`config.mk`:
```
export PLATFORM = sky130hd
export DESIGN_NAME = control_sequencer
export DESIGN_NICKNAME = d
export VERILOG_FILES = /design/src/rtl/control_pkg.sv /design/src/rtl/control_decode.sv /design/src/rtl/control_sequencer.sv
export SDC_FILE = /design/constraint.sdc
export NUM_CORES = 1
export LEC_CHECK = 0
export BUFFER_PORTS_ARGS = -buffer_cell sky130_fd_sc_hd__buf_2
export CAP_MARGIN = 10
export CORE_AREA = 2 2 39 41
export DETAILED_ROUTE_END_ITERATION = 8
export DIE_AREA = 0 0 41 43
export HOLD_SLACK_MARGIN = 0.12
export MAX_ROUTING_LAYER = met4
export SETUP_SLACK_MARGIN = 0.2
export SLEW_MARGIN = 40
export SYNTH_ARGS = -nofsm -noshare
export SYNTH_HDL_FRONTEND = slang
export SYNTH_SLANG_ARGS = --single-unit
```
`constraint.sdc`:
```
create_clock -name clk -period 2.3 [get_ports clk]
set_clock_uncertainty 0.2 [all_clocks]
set_input_delay 0.575 -clock clk [delete_from_list [all_inputs] [get_ports clk]]
set_output_delay 0.575 -clock clk [all_outputs]
set_load 0.02 [all_outputs]
```
`src/rtl/control_pkg.sv`:
```
// Shared opcodes, sequencer states and control-word layout.
// SEQ_CARRY_FLAG_EN enables the carry flag and the JC instruction.
package control_pkg;

  localparam int OPC_W = 4;
  localparam int OPR_W = 4;

  typedef logic [OPC_W-1:0] opcode_t;

  localparam opcode_t OP_NOP = 4'h0;
  localparam opcode_t OP_LDA = 4'h1;
  localparam opcode_t OP_ADD = 4'h2;
  localparam opcode_t OP_SUB = 4'h3;
  localparam opcode_t OP_STA = 4'h4;
  localparam opcode_t OP_LDI = 4'h5;
  localparam opcode_t OP_JMP = 4'h6;
  localparam opcode_t OP_JC  = 4'h7;
  localparam opcode_t OP_OUT = 4'hE;
  localparam opcode_t OP_HLT = 4'hF;

  typedef enum logic [2:0] {
    S_FETCH0,
    S_FETCH1,
    S_EXEC0,
    S_EXEC1,
    S_EXEC2,
    S_HALT
  } state_e;

  typedef struct packed {
    logic alu_en;
    logic rega_en;
    logic regb_en;
    logic pc_en;
    logic ram_en;
    logic ir_en;
    logic rega_we;
    logic regb_we;
    logic mar_we;
    logic ram_we;
    logic ir_we;
    logic out_we;
    logic pc_inc;
    logic pc_load;
    logic sub_en;
    logic halted;
  } ctrl_t;

endpackage

```
`src/rtl/control_decode.sv`:
```
// Combinational state + opcode (+ carry flag) to control-word decoder.
// SEQ_CARRY_FLAG_EN makes JC load the PC when the flag is set.
module control_decode
  import control_pkg::*;
(
  input  state_e  state,
  input  opcode_t opcode,
  input  logic    flag,
  output ctrl_t   ctrl
);

`ifndef SEQ_CARRY_FLAG_EN
  logic unused_flag;
  assign unused_flag = flag;
`endif

  always_comb begin
    ctrl = '0;
    unique case (state)
      S_FETCH0: begin
        ctrl.pc_en  = 1'b1;
        ctrl.mar_we = 1'b1;
      end
      S_FETCH1: begin
        ctrl.ram_en = 1'b1;
        ctrl.ir_we  = 1'b1;
        ctrl.pc_inc = 1'b1;
      end
      S_EXEC0: begin
        case (opcode)
          OP_LDA, OP_ADD, OP_SUB, OP_STA: begin
            ctrl.ir_en  = 1'b1;
            ctrl.mar_we = 1'b1;
          end
          OP_LDI: begin
            ctrl.ir_en   = 1'b1;
            ctrl.rega_we = 1'b1;
          end
          OP_JMP: begin
            ctrl.ir_en   = 1'b1;
            ctrl.pc_load = 1'b1;
          end
`ifdef SEQ_CARRY_FLAG_EN
          OP_JC: begin
            ctrl.ir_en   = 1'b1;
            ctrl.pc_load = flag;
          end
`endif
          OP_OUT: begin
            ctrl.rega_en = 1'b1;
            ctrl.out_we  = 1'b1;
          end
          default: ;
        endcase
      end
      S_EXEC1: begin
        case (opcode)
          OP_LDA: begin
            ctrl.ram_en  = 1'b1;
            ctrl.rega_we = 1'b1;
          end
          OP_ADD, OP_SUB: begin
            ctrl.ram_en  = 1'b1;
            ctrl.regb_we = 1'b1;
          end
          OP_STA: begin
            ctrl.rega_en = 1'b1;
            ctrl.ram_we  = 1'b1;
          end
          default: ;
        endcase
      end
      S_EXEC2: begin
        if (opcode == OP_ADD || opcode == OP_SUB) begin
          ctrl.alu_en  = 1'b1;
          ctrl.rega_we = 1'b1;
          ctrl.sub_en  = (opcode == OP_SUB);
        end
      end
      S_HALT: ctrl.halted = 1'b1;
      default: ;
    endcase
  end

endmodule

```
`src/rtl/control_sequencer.sv`:
```
// Instruction sequencer: state and carry-flag registers around control_decode.
// SEQ_CARRY_FLAG_EN adds the carry flag captured at the end of ADD/SUB.
module control_sequencer
  import control_pkg::*;
#(
  parameter int WIDTH = 8
) (
  input  logic             clk,
  input  logic             rst_n,
  input  logic [WIDTH-1:0] instr,
  input  logic             carry_in,
  output logic             alu_enable,
  output logic             rega_enable,
  output logic             regb_enable,
  output logic             pc_enable,
  output logic             ram_enable,
  output logic             ir_enable,
  output logic             rega_write_enable,
  output logic             regb_write_enable,
  output logic             mar_write_enable,
  output logic             ram_write_enable,
  output logic             ir_write_enable,
  output logic             out_write_enable,
  output logic             pc_inc,
  output logic             pc_load,
  output logic             sub_enable,
  output logic             halted
);

  state_e  state_q, state_d;
  opcode_t opcode;
  logic    flag;
  ctrl_t   ctrl_raw, ctrl;

  logic [WIDTH-OPC_W-1:0] unused_operand;
  assign unused_operand = instr[WIDTH-OPC_W-1:0];
  assign opcode = instr[WIDTH-1 -: OPC_W];

  always_comb begin
    state_d = state_q;
    unique case (state_q)
      S_FETCH0: state_d = S_FETCH1;
      S_FETCH1: state_d = S_EXEC0;
      S_EXEC0: begin
        case (opcode)
          OP_LDA, OP_STA,
          OP_ADD, OP_SUB: state_d = S_EXEC1;
          OP_HLT:         state_d = S_HALT;
          default:        state_d = S_FETCH0;
        endcase
      end
      S_EXEC1: begin
        if (opcode == OP_ADD || opcode == OP_SUB) state_d = S_EXEC2;
        else                                      state_d = S_FETCH0;
      end
      S_EXEC2: state_d = S_FETCH0;
      S_HALT:  state_d = S_HALT;
      default: state_d = S_FETCH0;
    endcase
  end

`ifdef SEQ_CARRY_FLAG_EN
  logic flag_q, flag_d;

  always_comb begin
    flag_d = flag_q;
    if (state_q == S_EXEC2 &&
        (opcode == OP_ADD || opcode == OP_SUB))
      flag_d = carry_in;
  end

  assign flag = flag_q;
`else
  logic unused_carry;
  assign unused_carry = carry_in;
  assign flag = 1'b0;
`endif

  always_ff @(posedge clk) begin
    if (!rst_n) begin
      state_q <= S_FETCH0;
`ifdef SEQ_CARRY_FLAG_EN
      flag_q  <= 1'b0;
`endif
    end else begin
      state_q <= state_d;
`ifdef SEQ_CARRY_FLAG_EN
      flag_q  <= flag_d;
`endif
    end
  end

  control_decode u_decode (
    .state  (state_q),
    .opcode (opcode),
    .flag   (flag),
    .ctrl   (ctrl_raw)
  );

  // Reset must suppress every strobe in the same cycle, not one later.
  assign ctrl = rst_n ? ctrl_raw : '0;

  assign alu_enable        = ctrl.alu_en;
  assign rega_enable       = ctrl.rega_en;
  assign regb_enable       = ctrl.regb_en;
  assign pc_enable         = ctrl.pc_en;
  assign ram_enable        = ctrl.ram_en;
  assign ir_enable         = ctrl.ir_en;
  assign rega_write_enable = ctrl.rega_we;
  assign regb_write_enable = ctrl.regb_we;
  assign mar_write_enable  = ctrl.mar_we;
  assign ram_write_enable  = ctrl.ram_we;
  assign ir_write_enable   = ctrl.ir_we;
  assign out_write_enable  = ctrl.out_we;
  assign pc_inc            = ctrl.pc_inc;
  assign pc_load           = ctrl.pc_load;
  assign sub_enable        = ctrl.sub_en;
  assign halted            = ctrl.halted;

endmodule
```
==> impl_metrics.toml, run 1 <==
[timing]
tns_ns = -0.1456
finalHoldViolCount = 0
rsz0062_at_grt = "true"
setup_slack_ns = -0.06003
fmax_ghz = 0.4237
post-route-period-util = 1.026
setup_viol = 5
whs_ns = 0.3500
drv_slew = 0
fin_crit_ns = 2.360

[die]
dieArea_um2 = 1763
chipHeight_um = 43
die_x_um = 41
initial_core_util = 0.3110
ioPinCount = 27
core_area_um2 = 1384
placementRows = 14

[logic_synthesis]
synth_area_leaders = "dfxtp_1 (14%), or3b_1 (6.1%), buf_4 (5.2%)"
synth_area_um2 = 430.4
synth-compound-area-share = 0.2064
synth_top_family_by_area = "simple AND/OR/NAND/NOR gates"
synth_fa_ha_area_frac = 0
synth_simple_gate_area_frac = 0.4942
seq_area_frac_synth = 0.1395
synth_top_area_share = 0.1395
synth_cell_type_count = 33
syn_nets = 71
ys.warnings.count = 0
syn_inst = 60
synth_top_cell_by_area = "dfxtp_1"
syn_area_per_cell_um2 = 7.174
synth_mux_area_frac = 0
ys_ff_latch = 3
synth_xor_area_frac = 0.02035

[setup_path]
crit_family = "simple AND/OR/NAND/NOR gates"
cp.depth = 5
path_cells = "buf_8 -> or3b_4 -> nor3_4 -> and3_4 -> buf_6"
critical_path.max_fanout = 4
worstSetupPathType = "in -> out"
cp.arrival_ns = 1.59
cp-end-kind = "output port"
critPathBufInv = 2
r2r_cells = 4
start_kind = "primary input"
cp_slowest_cell = "or3b_4"
crit_path_max_incr_delay_ns = 0.43
worstPathRequired_ns = 1.52
ff2ff_setup_slack_ns = 0.74

[drt]
vias_per_cell = 5.070
wl_met1_um = 623
route.met2.wl_um = 685
routed.top_layer = "met4"
drtAntennaViolNets = 0
routed_wl_mm = 1.381
wl_met3_um = 47
wl_per_cell_um = 12.11
drt_iter0_markers = 6
num_vias = 578
dr.pass1.iters = 4
drc = 0

[placement]
gp_congestion = 0.8339
port_buffers = 20
placed_cell_area_um2 = 709.4
dp_hpwl_mm = 1.002

[power]
p_per_area_nw_per_um2 = 319.7
static-leakage-power_nw = 0.4248
ir_worst_vdd_v = 0.0002261
power_mw = 0.3000

[worst_hold_path]
whs_path_depth = 1
hold_path_class = "reg -> reg"

[layout]
n_fill_cell = 109
final_cell_mix = "buf_4 (18), buf_6 (15), nor2_1 (4)"
top_register = "state_q"
reg_top3 = "state_q (3)"
multi_input_area_um2 = 431.7
layout-area-overhead-vs-synth_pct = 118.0
nets = 110
fin_area_um2 = 938.4
layout_commonest_cell = "buf_4"
regArea_um2 = 66.31
antenna_cells = 0
largest_reg_flops = 3
drive_above_1_share = 0.6735

[clock_network]
cts-root-buf = "clkbuf_4"
clk_pin_slew_ns = 0.04
tritoncts = "yes"
clock-sinks = 3
clock_latency_ns = 0.24
htree_levels = 1
clk_path_buf_depth = 2
cts_made_buffers = 3
postCtsHoldBufs = 0

[run_status]
violations = "negative setup slack"
outcome = "finished with violations"

[global_route]
grt_pass1_vias = 516
grt_pass1_wl_mm = 2.180
gr-total-overflow = 0
groute.usage.overall = 0.1893
antenna_found_initial = 0
grt_start_max_net_pins = 9

[flow_run]
max_cap_viol_count = 0
==> worst reg2reg max path: stages, from the launching register on <==
cell and delay, ns:
dfxtp_2 0.35, buf_4 0.16, or3b_1 0.35, a211oi_1 0.30, o21a_1 0.14
==> where the power goes <==
group / internal, mW / total, mW / leakage (nW) / switching [mW]
logic: 0.0737 / 0.139 / 0.384 / 0.0656
clock network: 0.0653 / 0.0974 / 0.0150 / 0.0321
registers: 0.0563 / 0.0632 / 0.0261 / 0.00687
==> synthesized netlist by cell type <==
master and count:
nor2_1 5, and3_1 3, buf_4 3, dfxtp_1 3, nor3_1 3, nor4_1 3, o21ai_1 3, or3b_1 3
a21oi_1 2, buf_6 2, inv_1 2, nand2_1 2, nand2b_1 2, nand2b_2 2, o21a_1 2, o21ai_0 2
or3_1 2, a211oi_1 1, a21o_1 1, a31oi_1 1, and2_1 1, and3b_1 1, clkbuf_1 1, conb_1 1
nand2_2 1, nand4b_1 1, nand4bb_1 1, nor3_2 1, o211a_1 1, o21bai_1 1, or2_1 1, or4_1 1
xnor2_1 1
==> final timing paths <==
path                         start               endpoint
max reg2reg  state_q[0]$_SDFF_PN0_  state_q[2]$_SDFF_PN0_
max                       instr[7]             sub_enable
min reg2reg  state_q[1]$_SDFF_PN0_  state_q[0]$_SDFF_PN0_
min          state_q[1]$_SDFF_PN0_  state_q[0]$_SDFF_PN0_
==> layer usage <==
| metal | vias to the layer above | global-route usage |
|---|---|---|
| met5 | - | - |
| li1 | 290 | - |
| met2 | 14 | 0.2781 |
| met3 | 5 | 0.04712 |
| met4 | 0 | 0.1000 |
| met1 | 269 | 0.2283 |
==> cell type report <==
class / count / area share
sequential: 3 / 0.07067
multi-input combinational: 49 / 0.4600
inverter: 2 / 0.01067
timing repair buffer: 40 / 0.4093
clock buffer: 4 / 0.02800
tap: 16 / 0.02133
==> stage by stage <==
step	setup slack, ns	utilization	std cells
2_1_floorplan	0.03385	-	60
3_3_place_gp	-0.1184	0.5127	105
3_5_place_dp	-0.1328	0.5127	105
4_1_cts	-0.1332	0.6438	111
5_1_grt	-0.09042	0.6781	114
6_report	-0.06003	0.6781	114
==> logic make-up after synthesis <==
family          after synthesis
compound gates               14
flops                         3
other cells                   1
simple gates                 33
buf+inv                       8
xor+xnor                      1
==> repair_timing <==
action | CTS | global route
gates resized for setup | 44 | 8
pin swaps | 8 | 7
endpoints found under the hold margin | 0 | 0
endpoints found under the setup margin | 13 | 13
setup buffers | 2 | 3
Note: power is estimated with default switching activity, not from simulation.
==> run 2: changes to the inputs <==
Clock period 2.3 ns to 2.56 ns, I/O delays scaled along.
==> run 2 against run 1 <==
The run now ends clean. Die area stayed put. Final cell count shrank 3.5%. Routed wire length barely moved. Combinational power shrank 24%. First-iteration DRC count is the same. Via count decreased by 5.4%. Sequential power is 12% lower. Setup slack gained 0.14 ns. Worst hold slack worse by 0.017 ns. Clock power shrank 14%. Register-to-register slack better by 0.23 ns. Flip-flop and latch count did not move. Largest cell class unchanged. Largest power group unchanged.
==> impl_metrics.toml, run 2 (synthesis gave the netlist of run 1 again) <==
[setup_path]
ff2ff_setup_slack_ns = 0.97
r2r_cells = 4
worstSetupPathType = "in -> out"
timing.rr.end = "state_q[2]$_SDFF_PN0_"
cp.arrival_ns = 1.64
cp-end-kind = "output port"
critical_path.max_fanout = 4
worstPathRequired_ns = 1.72
timing.rr.start = "state_q[0]$_SDFF_PN0_"
start_kind = "primary input"

[power]
p_comb_frac = 0.429
power_switching_mw = 0.08404
p_sw_frac = 0.3434
clkPwrFrac = 0.343
power_mw = 0.2447
static-leakage-power_nw = 0.3902
cellInternalPower_mw = 0.1607
p_per_area_nw_per_um2 = 298.2
p_seq_frac = 0.228
ir_worst_vdd_v = 0.0001074

[worst_hold_path]
min_to = "state_q[0]$_SDFF_PN0_"
hp-start = "state_q[1]$_SDFF_PN0_"
hold_path_class = "reg -> reg"
whs_path_depth = 1

[drt]
drc = 0
routed_wl_mm = 1.382
dr.pass1.iters = 4
drtAntennaViolNets = 0
vias_per_cell = 4.973
wl_per_cell_um = 12.56
num_vias = 547
drt_iter0_markers = 6

[clock_network]
htree_levels = 1
clk_pin_slew_ns = 0.04
cts_made_buffers = 3
tritoncts = "yes"
postCtsHoldBufs = 0
clk_path_buf_depth = 2
clock_latency_ns = 0.23
clock-sinks = 3
cts-root-buf = "clkbuf_4"

[die]
chipHeight_um = 43
dieArea_um2 = 1763
placementRows = 14
initial_core_util = 0.3110
ioPinCount = 27
core_area_um2 = 1384
die_x_um = 41

[layout]
n_fill_cell = 127
layout_commonest_cell = "buf_4"
antenna_cells = 0
top_register = "state_q"
final_cell_mix = "buf_4 (16), buf_6 (9), buf_2 (8), nor2_1 (4)"
nets = 106
largest_reg_flops = 3
reg_top3 = "state_q (3)"
layout-area-overhead-vs-synth_pct = 90.70
drive_above_1_share = 0.6064

[timing]
setup_viol = 0
drv_slew = 0
post-route-period-util = 0.9690
finalHoldViolCount = 0
fmax_ghz = 0.4031
setup_slack_ns = 0.07930
rsz0062_at_grt = "true"
tns_ns = 0
fin_crit_ns = 2.481

[global_route]
grt_start_max_net_pins = 9
gr-total-overflow = 0
grt_pass1_vias = 509
grt_pass1_wl_mm = 2.111
groute.usage.overall = 0.1764
antenna_found_initial = 0

[placement]
pre_cts_slack_ns = 0.02029
dp_hpwl_um = 992.9
port_buffers = 20
gp_congestion = 0.8091

[flow_run]
max_cap_viol_count = 0

[run_status]
outcome = "finished clean"
==> run 2: cell count changes in the layout (fill, tap and decap cells not counted), moves of 2 or more <==
cell and delta:
dfxtp_1 +2, buf_4 -2, buf_6 -6, buf_2 +5
==> run 2: layer usage <==
metal | GRT usage | share of wire
met1 | 0.2102 | 0.43
met2 | 0.2844 | 0.53
met3 | 0 | 0.038
met4 | 0.1000 | 0
met5 | - | 0
==> run 2: power groups by stage <==
stage	sequential (mW)	clock [mW]	combinational, mW
global route	0.0560	0.0908	0.114
floorplan	0.0535	0	0.0571
global placement	0.0552	0	0.0822
detailed placement	0.0554	0	0.0832
CTS	0.0546	0.0879	0.0936
finish	0.0558	0.0839	0.105
==> run 2: how the worst max path moves through the flow <==
stage	start	endpoint	slack (ns)	depth (start not counted)
after global routing	instr[6]	sub_enable	0.03	5
after detailed placement	instr[7]	sub_enable	0.02	5
after CTS	instr[6]	sub_enable	0.04	5
final	instr[6]	sub_enable	0.08	5
after global placement	instr[7]	sub_enable	0.03	5
after floorplan	instr[5]	mar_write_enable	0.14	4
==> run 2: cell type report <==
cell class / instances / area, um2 / area share
tap: 16 / 20.02 / 0.02439
multi-input combinational: 49 / 399.1 / 0.4863
inverter: 2 / 7.507 / 0.009146
timing repair buffer: 36 / 306.5 / 0.3735
sequential: 3 / 61.31 / 0.07470
clock buffer: 4 / 26.28 / 0.03201
==> run 2: through the flow <==
stage	util	hold slack [ns]	area, um2	cells
2_1_floorplan	-	0.3085	467.9	60
3_3_place_gp	0.4548	0.3525	629.4	102
3_5_place_dp	0.4548	0.3664	629.4	102
4_1_cts	0.5362	0.3691	742.0	108
5_1_grt	0.5931	0.3499	820.8	110
6_report	0.5931	0.3330	820.8	110
==> run 2: critical path: stages <==
cell and delay (ns):
buf_8 0.10, or3b_4 0.42, nor3_4 0.16, and3_4 0.21, buf_6 0.11
==> run 2: what timing repair did <==
action | CTS | global route
buffers inserted | 2 | 2
hold endpoints to repair | 0 | 0
resized for setup | 21 | 16
setup endpoints to repair | 12 | 13
pin swaps | 7 | 9
